===== src/rtl/motor_bridge_driver.sv =====
`default_nettype none
// ============================================================================
// Module      : motor_bridge_driver
// Description : H-bridge gate driver with break-before-make dead time and
//               PWM on the high-side switch of the active bridge leg.
// Revision    : 1.0 - initial release
// ============================================================================
module motor_bridge_driver #(
    parameter logic [15:0] DEAD_TIME = 16'd1000,
    parameter logic [7:0]  PWM_DIV   = 8'd0
) (
    input  logic       CLK,
    input  logic       RST,
    input  logic       MOTOR_DIR,
    input  logic       MOTOR_EN,
    input  logic [7:0] DUTY,
    output logic       GATE_AH,
    output logic       GATE_AL,
    output logic       GATE_BH,
    output logic       GATE_BL,
    output logic [1:0] STATE
);

    localparam logic [1:0] c_ST_IDLE = 2'd0;
    localparam logic [1:0] c_ST_FWD  = 2'd1;
    localparam logic [1:0] c_ST_REV  = 2'd2;
    localparam logic [1:0] c_ST_DEAD = 2'd3;

    logic [1:0]  r_state;
    logic [15:0] r_dead_cnt;
    logic [1:0]  r_dead_req;   // request seen on the previous DEAD cycle
    logic [7:0]  r_pwm_cnt;
    logic [7:0]  r_pre;
    logic [7:0]  r_duty;
    logic        r_gate_ah;
    logic        r_gate_al;
    logic        r_gate_bh;
    logic        r_gate_bl;

    logic [1:0]  w_req;
    logic [1:0]  w_nxt_state;
    logic [15:0] w_nxt_dead;
    logic [1:0]  w_nxt_dead_req;
    logic [7:0]  w_nxt_cnt;
    logic [7:0]  w_nxt_pre;
    logic [7:0]  w_nxt_duty;
    logic        w_pwm_on;

    // Decode the requested operating mode from enable and direction
    always_comb begin
        if (!MOTOR_EN) begin
            w_req = c_ST_IDLE;
        end else if (MOTOR_DIR) begin
            w_req = c_ST_FWD;
        end else begin
            w_req = c_ST_REV;
        end
    end

    // Next-state, dead-time and PWM counter logic; counters sit at 0 unless driving
    always_comb begin
        w_nxt_state    = r_state;
        w_nxt_dead     = r_dead_cnt;
        w_nxt_dead_req = r_dead_req;
        w_nxt_cnt      = 8'd0;
        w_nxt_pre      = 8'd0;
        w_nxt_duty     = r_duty;
        case (r_state)
            c_ST_IDLE: begin
                if (w_req != c_ST_IDLE) begin
                    w_nxt_state = w_req;
                    w_nxt_duty  = DUTY;
                end
            end
            c_ST_FWD, c_ST_REV: begin
                if (w_req != r_state) begin
                    w_nxt_state    = c_ST_DEAD;
                    w_nxt_dead     = DEAD_TIME;
                    w_nxt_dead_req = w_req;
                end else if (r_pre == PWM_DIV) begin
                    w_nxt_cnt = r_pwm_cnt + 8'd1;
                    // Duty only takes effect at a period boundary
                    if (r_pwm_cnt == 8'hFF) begin
                        w_nxt_duty = DUTY;
                    end
                end else begin
                    w_nxt_pre = r_pre + 8'd1;
                    w_nxt_cnt = r_pwm_cnt;
                end
            end
            default: begin
                w_nxt_dead_req = w_req;
                if (w_req == c_ST_IDLE) begin
                    // Coasting needs no break-before-make wait
                    w_nxt_state = c_ST_IDLE;
                    w_nxt_dead  = 16'd0;
                end else if ((r_dead_req != c_ST_IDLE) && (w_req != r_dead_req)) begin
                    // Direction flipped while waiting: restart the full dead time
                    w_nxt_dead = DEAD_TIME;
                end else if (r_dead_cnt == 16'd0) begin
                    w_nxt_state = w_req;
                    w_nxt_duty  = DUTY;
                end else begin
                    w_nxt_dead = r_dead_cnt - 16'd1;
                end
            end
        endcase
    end

    // PWM compare on the next counter value so the gate register lines up with the counter
    assign w_pwm_on = (w_nxt_cnt < w_nxt_duty);

    // State, counters and gate registers; reset drops every gate at once
    always_ff @(posedge CLK or posedge RST) begin
        if (RST) begin
            r_state    <= c_ST_IDLE;
            r_dead_cnt <= 16'd0;
            r_dead_req <= c_ST_IDLE;
            r_pwm_cnt  <= 8'd0;
            r_pre      <= 8'd0;
            r_duty     <= 8'd0;
            r_gate_ah  <= 1'b0;
            r_gate_al  <= 1'b0;
            r_gate_bh  <= 1'b0;
            r_gate_bl  <= 1'b0;
        end else begin
            r_state    <= w_nxt_state;
            r_dead_cnt <= w_nxt_dead;
            r_dead_req <= w_nxt_dead_req;
            r_pwm_cnt  <= w_nxt_cnt;
            r_pre      <= w_nxt_pre;
            r_duty     <= w_nxt_duty;
            r_gate_ah  <= (w_nxt_state == c_ST_FWD) && w_pwm_on;
            r_gate_bl  <= (w_nxt_state == c_ST_FWD);
            r_gate_bh  <= (w_nxt_state == c_ST_REV) && w_pwm_on;
            r_gate_al  <= (w_nxt_state == c_ST_REV);
        end
    end

    assign STATE   = r_state;
    assign GATE_AH = r_gate_ah;
    assign GATE_AL = r_gate_al;
    assign GATE_BH = r_gate_bh;
    assign GATE_BL = r_gate_bl;

endmodule
`default_nettype wire


===== config.mk =====
export PLATFORM = sky130hd
export DESIGN_NAME = motor_bridge_driver
export DESIGN_NICKNAME = d
export VERILOG_FILES = /design/src/rtl/motor_bridge_driver.sv
export SDC_FILE = /design/constraint.sdc
export NUM_CORES = 1
export LEC_CHECK = 0
export ABC_AREA = 1
export ABC_CLOCK_PERIOD_IN_PS = 3000
export CAP_MARGIN = 15
export CORE_MARGIN = 2
export CORE_UTILIZATION = 53
export DETAILED_ROUTE_END_ITERATION = 7
export DONT_BUFFER_PORTS = 1
export GPL_ROUTABILITY_DRIVEN = 0
export PLACE_DENSITY = 0.68
export SLEW_MARGIN = 25
export SYNTH_ARGS = -nofsm -noshare
export SYNTH_HDL_FRONTEND = slang
export SYNTH_SLANG_ARGS = --single-unit

===== constraint.sdc =====
create_clock -name CLK -period 3 [get_ports CLK]
set_clock_uncertainty 0.15 [all_clocks]
set_input_delay 0.15 -clock CLK [delete_from_list [all_inputs] [get_ports CLK]]
set_output_delay 0.15 -clock CLK [all_outputs]
set_load 0.05 [all_outputs]

==> flow_metrics.tcl, run 1 <==
set metrics [dict create \
    crit_end "GATE_BH" \
    status "completed" \
    io_buffers 0 \
    peakVddDrop_mv 0.443 \
    power.total_mw 3.20 \
    ff2ff_setup_slack_ps 270 \
    track_usage_pct 23.4 \
    synth-edff-count 0 \
    path_max_fanout 7 \
    synth-seq-cells 48 \
    r2r_start "r_pre[0]" \
    finalMaxSlewViolations 0 \
    drt-pass1-iter-count 4 \
    finalHoldViolations 0 \
    viasPerCell 5.38 \
    yosysTopAreaCell "dfrtp_1" \
    synth_nets 431 \
    yosys-top-cells-area "dfrtp_1 (40%), nand2_1 (9.1%), inv_1 (7.0%)" \
    startpoint_type "flip-flop" \
    reg2reg_to "GATE_BH" \
    crit_path_start "r_pre[0]" \
    async_flop_share_pct 100 \
    drive_above_1_share_pct 10.6 \
    cts-root-buf "clkbuf_8" \
    cp_common_cell "nor2_1" \
    cts_max_level 2 \
    drc 0 \
    drv_cap 0 \
    arrival_ps 2820 \
    crit_type "reg -> reg" \
    worst_slew_pin_slew_ps 826 \
    cts_made_buffers 5 \
    die_y_um 79.4 \
    routed_wl_mm 6.72 \
    synth_area_sq_um 3010 \
    yosysSeqAreaShare_pct 39.9 \
    gr-total-overflow 0 \
    drtAntennaViolNets 0 \
    clock_latency_ps 310 \
    path_clk_slew_ps 90 \
    num_antenna_cells 0 \
    syn_inst 405 \
    synth_top_area_share_pct 39.9 \
    worstHoldPathCells 4 \
    vias 2667 \
    worst_setup_path_end_kind "flip-flop" \
    die_w_um 79.4 \
    grt_pass1_wl_mm 11.6 \
    syn_avg_cell_area_sq_um 7.44 \
    cp_slowest_cell "dfrtp_1" \
    crit_required_ps 3090 \
    area_growth_pct 11.7 \
    initial_core_util_pct 54.7 \
    final_nets 449 \
    finalCriticalPeriod_ps 2730 \
    cp_cell_sequence "inv_1 > ha_1 > nand2_1 > nor2_1 > nand2_2 > nor3b_2 > nand4_1 > xor2_1 > nor2_1 > ha_1 > nand2_1 > nor2_1 > a211oi_1 > nand2_1 > nor2_1" \
    whs_ps 0.0948 \
    slew_headroom_pct 44.8 \
    wl_per_cell_um 13.5 \
    antenna_found_initial 0 \
    grt_pass1_vias 2511 \
    power_density_nw_per_um2 951 \
    setup-tns-final_ps 0 \
    dp_slack_ps 151 \
    drtIter0Drc 165 \
    synth_warnings 0 \
    yosysUniqueCellTypes 36 \
    grt_max_degree 49 \
    setup_ws_ps 275 \
    synth_flop_cell "dfrtp_1" \
    fp-row-count 27 \
    dieArea_sq_um 6300 \
    p_leak_nw 1.64 \
    fillers 506 \
    max_freq_ghz 0.367 \
    cts_tree "built" \
    hold_class "in -> reg" \
    r2r_cells 15 \
    clockBufferDepth 2 \
    fin_crit_sh_pct 90.8 \
    hpwl_mm 4.90 \
    cpPeakStageDelay_ps 400 \
    numClockSinks 48 \
    setup_viol 0 \
    coreArea_sq_um 5510 \
    ios 18 \
]
through the flow:
stage          instances  instance area, sq um  utilization (%)
2_1_floorplan        405                  3010                -
3_3_place_gp         474                  3090             56.1
3_5_place_dp         474                  3090             56.1
4_1_cts              492                  3310             60.1
5_1_grt              496                  3360             61.1
6_report             496                  3360             61.1
cell usage after synthesis, drive strengths merged (4+ instances only):
cell / n
ha: 14
dfrtp: 48
clkinv: 4
a21oi: 38
inv: 65
xor2: 7
nand3: 24
o211ai: 9
nor2: 49
nand2: 80
o21ai: 31
nor3: 10
critical path, delay by kind of cell, from the launching register on:
| kind | cells | cell delay (ps) |
|---|---|---|
| and+or+nand+nor | 10 | 1280 |
| AOI/OAI and AO/OA | 1 | 160 |
| adders and majority gates | 2 | 420 |
| DFF | 1 | 400 |
| xor gates and xnor gates | 1 | 160 |
| buffers and inverters | 1 | 100 |
what timing repair did:
action,CTS,global route
hold buffers,10,0
buffers inserted,0,4
endpoints found under the hold margin,65,0
setup endpoints to repair,0,2
resized for setup,0,7
placed cells by master (no fill, tap or decap), types with 8 or more instances in the layout:
cell type and instances:
a21oi_1 36, nand2_1 73, nor2_1 44, dlygate4sd3_1 9, o21ai_0 28, nand3_1 24, ha_1 14, nor3_1 8
dfrtp_1 48, o211ai_1 9, inv_1 55, inv_2 8
state kept, by name (all words and copies together) (netlist names):
register and flops:
GATE_AH 1, r_dead_req 2, GATE_AL 1, r_pwm_cnt 8, r_pre 8, STATE 2
r_dead_cnt 16, r_duty 8, GATE_BL 1, GATE_BH 1
where the power goes:
group | switching [mW] | total, mW | leakage [nW] | internal [mW]
clock network | 0.234 | 0.485 | 0.0548 | 0.251
logic | 1.15 | 1.73 | 0.963 | 0.577
registers | 0.169 | 0.986 | 0.620 | 0.818
total | 1.55 | 3.20 | 1.64 | 1.65
worst min-delay path by stage:
stage,from,endpoint
6_report,DUTY[2],r_duty[2]
5_1_grt,DUTY[2],r_duty[2]
4_1_cts,DUTY[2],r_duty[2]
3_5_place_dp,RST,r_dead_cnt[6]
3_3_place_gp,MOTOR_EN,r_dead_cnt[7]
2_1_floorplan,MOTOR_EN,r_dead_req[1]
area by class of cell:
class                           count  area [sq um]  share of cell area, %
Tap cell                           72          90.1                   2.68
Sequential cell                    48          1200                   35.7
Multi-Input combinational cell    282          1540                   45.7
Clock inverter                      3          46.3                   1.38
Inverter                           69           267                   7.92
Timing Repair Buffer               17           155                   4.61
Clock buffer                        5          68.8                   2.05
cells by family after synthesis:
group                      count (synthesis)  share of synthesized area [%]
AOI/OAI and AO/OA                         88                           16.7
xor gates and xnor gates                   8                           2.33
adders and majority gates                 14                           5.82
buffers and inverters                     75                           9.68
DFF                                       48                           39.9
and+or+nand+nor                          172                           25.6
routing by layer:
metal,vias up,share of wire [%],routed length [um],global-route usage (%)
li1,1356,-,-,-
met1,1229,44,2960,30.5
met2,62,47,3150,38.1
met3,20,5.7,383,4.30
met4,0,3.4,227,10.3
met5,-,0,0,0
Power figures use the tool's default switching activity.
==> inputs of run 2 (changes only) <==
- CORE_ASPECT_RATIO: default -> 1.5
==> run 2 against run 1 <==
  * Clock power decreased by 25%
  * Power fell by 5.7%
  * Sequential power about the same
  * Non-clock buffer count up 4
  * Highest routed layer unchanged
==> flow_metrics.tcl, run 2 (synthesis gave the netlist of run 1 again) <==
set metrics [dict create \
    power_density_nw_per_um2 900 \
    ios 18 \
    grt_pass1_vias 2539 \
    place_inst 473 \
    die_y_um 96.3 \
    drt-pass1-iter-count 4 \
    track_usage_pct 22.9 \
    clockBufferDepth 2 \
    worst_setup_path_end_kind "flip-flop" \
    cp_cell_sequence "inv_1 > ha_1 > nand2_1 > nor2_1 > nand2_2 > nor2_4 > nand2_4 > a21oi_1 > o21ai_0 > nand3_1 > nand2_1 > ha_1 > a21oi_1 > nor2_1 > a211oi_1 > nand2_1 > nor2_1" \
    setup_viol 0 \
    largest_register_ffs 16 \
    numClockSinks 48 \
    whs_ps 2.04 \
    drtAntennaViolNets 0 \
    max_freq_ghz 0.361 \
    grt_pass1_wl_mm 11.3 \
    coreArea_sq_um 5490 \
    final_core_util_pct 61.1 \
    path_clk_slew_ps 90 \
    peakVddDrop_mv 0.355 \
    vias 2665 \
    crit_required_ps 3090 \
    gr-total-overflow 0 \
    cts-root-buf "clkbuf_8" \
    finalMaxSlewViolations 0 \
    viasPerCell 5.36 \
    crit_type "reg -> reg" \
    final_cells 497 \
    slew_headroom_pct 44.0 \
    die_w_um 65.6 \
    fp-row-count 33 \
    area_growth_pct 11.3 \
    drive_above_1_share_pct 10.3 \
    final_nets 453 \
    drtIter0Drc 141 \
    routed_wl_mm 6.69 \
    final_common_cell "nand2_1" \
    startpoint_type "flip-flop" \
    fillers 509 \
    path_max_fanout 15 \
    finalCriticalPeriod_ps 2770 \
    num_antenna_cells 0 \
    layout_common_cells "nand2_1 (73), inv_1 (55), dfrtp_1 (48), nor2_1 (45), a21oi_1 (36)" \
    hold_class "in -> reg" \
    drc 0 \
    clock_latency_ps 300 \
    io_buffers 0 \
    fin_crit_sh_pct 92.3 \
    finalHoldViolations 0 \
    status "completed" \
    drv_cap 0 \
    dieArea_sq_um 6310 \
    cts_made_buffers 5 \
    largest-register "r_dead_cnt" \
    grt_max_degree 49 \
    initial_core_util_pct 54.8 \
    worst_slew_pin_slew_ps 839 \
    cpPeakStageDelay_ps 400 \
    wl_per_cell_um 13.5 \
    antenna_found_initial 0 \
    cts_max_level 2 \
    cp_slowest_cell "dfrtp_1" \
    hpwl_mm 4.90 \
    p_leak_nw 1.65 \
    arrival_ps 2860 \
    cts_tree "built" \
]
==> run 2: worst paths after layout <==
| check | from | to | slack (ps) | cells past startpoint |
|---|---|---|---|---|
| max in group asynchronous | RST | r_duty[1] | 1900 | 2 |
| min in group asynchronous | RST | GATE_BL | 290 | 2 |
| worst max-delay path | r_pre[0] | GATE_AH | 230 | 17 |
| worst min-delay path | DUTY[5] | r_duty[5] | 2 | 4 |
| worst min register to register | r_pre[0] | r_pre[0] | 310 | 1 |
| worst max register to register | r_pre[0] | GATE_AH | 230 | 17 |
==> run 2: layout make-up <==
type	count	area (sq um)	area share [%]
Clock buffer	6	72.6	2.16
Clock inverter	1	5.00	0.149
Inverter	69	265	7.91
Multi-Input combinational cell	282	1530	45.7
Sequential cell	48	1200	35.8
Tap cell	70	87.6	2.61
Timing Repair Buffer	21	188	5.60
==> run 2: power breakdown <==
group	internal [mW]	switching, mW
logic	0.539	1.12
clock network	0.159	0.207
registers	0.818	0.170
==> run 2: critical path, delay by kind of cell (launching register included) <==
| family | cells | cell delay, ps |
|---|---|---|
| flip-flops | 1 | 400 |
| buffers and inverters | 1 | 100 |
| AND/OR/NAND/NOR | 10 | 1060 |
| adder cells (fa/ha/maj) | 2 | 450 |
| AO/OA/AOI/OAI | 4 | 550 |
==> run 2: timing repair <==
| action | CTS | global route |
|---|---|---|
| hold endpoints to repair | 65 | 0 |
| hold buffers | 11 | 0 |
| setup buffers | 0 | 6 |
| gates resized for setup | 0 | 6 |
| setup endpoints to repair | 0 | 2 |
==> run 2: layer usage <==
layer	routed length [um]	GRT usage [%]
met5	0	0
met3	225	3.27
met2	3600	42.3
met4	142	8.68
met1	2710	26.4
==> run 2: stage by stage <==
step                power, mW  setup WS, ps  TNS, ps  cell area (sq um)
floorplan                2.27           172        0               3010
global placement         2.61           251        0               3100
detailed placement       2.63           161        0               3100
CTS                      3.02          21.7        0               3280
global route             3.32         -17.2    -17.2               3350
finish                   3.02           231        0               3350
==> inputs of run 3 (changes only) <==
- CORE_UTILIZATION: 53 -> 49
- GPL_ROUTABILITY_DRIVEN: 0 -> 1
- PLACE_DENSITY: 0.68 -> default
==> run 3 against run 2 <==
  * Worst setup slack improved by 23 ps
  * Combinational power barely moved
  * Clock power rose by 13%
  * Sequential cell count did not move
  * Power rose by 2.2%
  * Maximum frequency rose by 0.83%
  * Count of clock-buffer cells in the layout rose by 1
==> flow_metrics.tcl, run 3 (synthesis gave the netlist of run 1 again) <==
set metrics [dict create \
    path_max_fanout 15 \
    arrival_ps 2840 \
    grt_pass1_vias 2559 \
    hpwl_mm 5.12 \
    crit_type "reg -> reg" \
    die_w_um 68.0 \
    drtAntennaViolNets 0 \
    fillers 592 \
    status "completed" \
    clockBufferDepth 2 \
    cp_cell_sequence "inv_1 > ha_1 > inv_1 > nor2_1 > nand2_1 > nor2_1 > nand4_1 > clkinv_4 > nand2_1 > o211ai_1 > nand2_1 > ha_1 > a21oi_1 > nor2_1 > a211oi_1 > nand2_1 > nor2_1" \
    worst_setup_path_end_kind "flip-flop" \
    hold_class "in -> reg" \
    final_nets 447 \
    drt-pass1-iter-count 5 \
    startpoint_type "flip-flop" \
    place_congestion 0.806 \
    track_usage_pct 22.3 \
    slew_headroom_pct 59.6 \
    setup_viol 0 \
    die_y_um 100 \
    largest_register_ffs 16 \
    setup_ws_ps 254 \
    cpPeakStageDelay_ps 370 \
    peakVddDrop_mv 0.396 \
    fp-row-count 35 \
    grt_max_degree 49 \
    power_density_nw_per_um2 925 \
    grt_pass1_wl_mm 11.6 \
    dp_slack_ps 228 \
    cts-root-buf "clkbuf_8" \
    gr-total-overflow 0 \
    cts_made_buffers 5 \
    place_inst 476 \
    drv_cap 0 \
    power.total_mw 3.08 \
    antenna_found_initial 0 \
    rsz0062_at_grt "no" \
    whs_ps 7.80 \
    crit_required_ps 3090 \
    fin_area_sq_um 3330 \
    dieArea_sq_um 6800 \
    drc 0 \
    cp_slowest_cell "dfrtp_1" \
    fin_crit_sh_pct 91.5 \
    max_freq_ghz 0.364 \
    cts_max_level 2 \
    largest-register "r_dead_cnt" \
    final_common_cell "nand2_1" \
    p_leak_nw 1.62 \
    initial_core_util_pct 49.8 \
    ios 18 \
    vias 2666 \
    worst-path-buf-inv 3 \
    wl_per_cell_um 14.1 \
    clock_latency_ps 310 \
    coreArea_sq_um 6040 \
    worst_slew_pin_slew_ps 606 \
    numClockSinks 48 \
    finalMaxSlewViolations 0 \
    drtIter0Drc 133 \
    io_buffers 0 \
    place_area_sq_um 3100 \
    routed_wl_mm 6.98 \
    final_core_util_pct 55.2 \
    final_cells 496 \
    layout_common_cells "nand2_1 (73), inv_1 (55), dfrtp_1 (48), nor2_1 (45), a21oi_1 (36)" \
    setup-tns-final_ps 0 \
    finalCriticalPeriod_ps 2750 \
    cp_top_family "simple AND/OR/NAND/NOR gates" \
    path_clk_slew_ps 90 \
    finalHoldViolations 0 \
    num_antenna_cells 0 \
    drive_above_1_share_pct 9.48 \
    viasPerCell 5.38 \
    area_growth_pct 10.7 \
    cts_tree "built" \
]
## run 3: cell types whose count changed in the layout (fill, tap and decap cells not counted), sizes merged
cell      before  now
buf           10    4
clkbuf         6    7
clkinv         7    4
clkinvlp       0    2
inv           63   64
## run 3: final cells by class
| class | count | area, sq um | area share [%] |
|---|---|---|---|
| clock buffers | 7 | 86.3 | 2.59 |
| clock inverters | 1 | 7.51 | 0.225 |
| well taps | 74 | 92.6 | 2.78 |
| multi-input cells | 282 | 1530 | 46.0 |
| repair buffers | 15 | 143 | 4.28 |
| inverters | 69 | 270 | 8.11 |
| flip-flops and latches | 48 | 1200 | 36.0 |
## run 3: per-layer routing
| metal | global-route usage, % | vias up | wire, um |
|---|---|---|---|
| li1 | - | 1355 | - |
| met1 | 25.4 | 1268 | 2840 |
| met2 | 40.9 | 35 | 3870 |
| met3 | 3.36 | 8 | 160 |
| met4 | 7.54 | 0 | 113 |
| met5 | 0 | - | 0 |
## run 3: final timing paths
kind                            cells past startpoint             to          start  slack [ps]
worst max-delay path                               17        GATE_AH  r_dead_cnt[0]         250
worst min-delay path                                4      r_duty[6]        DUTY[6]           8
worst max register to register                     17        GATE_AH  r_dead_cnt[0]         250
worst min register to register                      1       r_pre[0]       r_pre[0]         310
max in group asynchronous                           2      r_duty[5]            RST        2030
min in group asynchronous                           2  r_dead_cnt[4]            RST         250
## run 3: what timing repair did
item	CTS	global route
resized for setup	0	7
buffers inserted	0	1
hold buffers	11	0
endpoints found under the setup margin	0	2
endpoints found under the hold margin	65	0
## run 3: worst register-to-register path, delay by kind of cell, from the launching register on
family / cells / cell delay (ps)
adder cells (fa/ha/maj): 2 / 460
flip-flops: 1 / 370
AO/OA/AOI/OAI: 3 / 390
buffers and inverters: 3 / 350
AND/OR/NAND/NOR: 9 / 950
## run 3: power by group
group	total [mW]	internal, mW	switching (mW)
sequential	0.981	0.818	0.164
combinational	1.69	0.529	1.16
clock	0.415	0.188	0.228
total	3.08	1.53	1.55
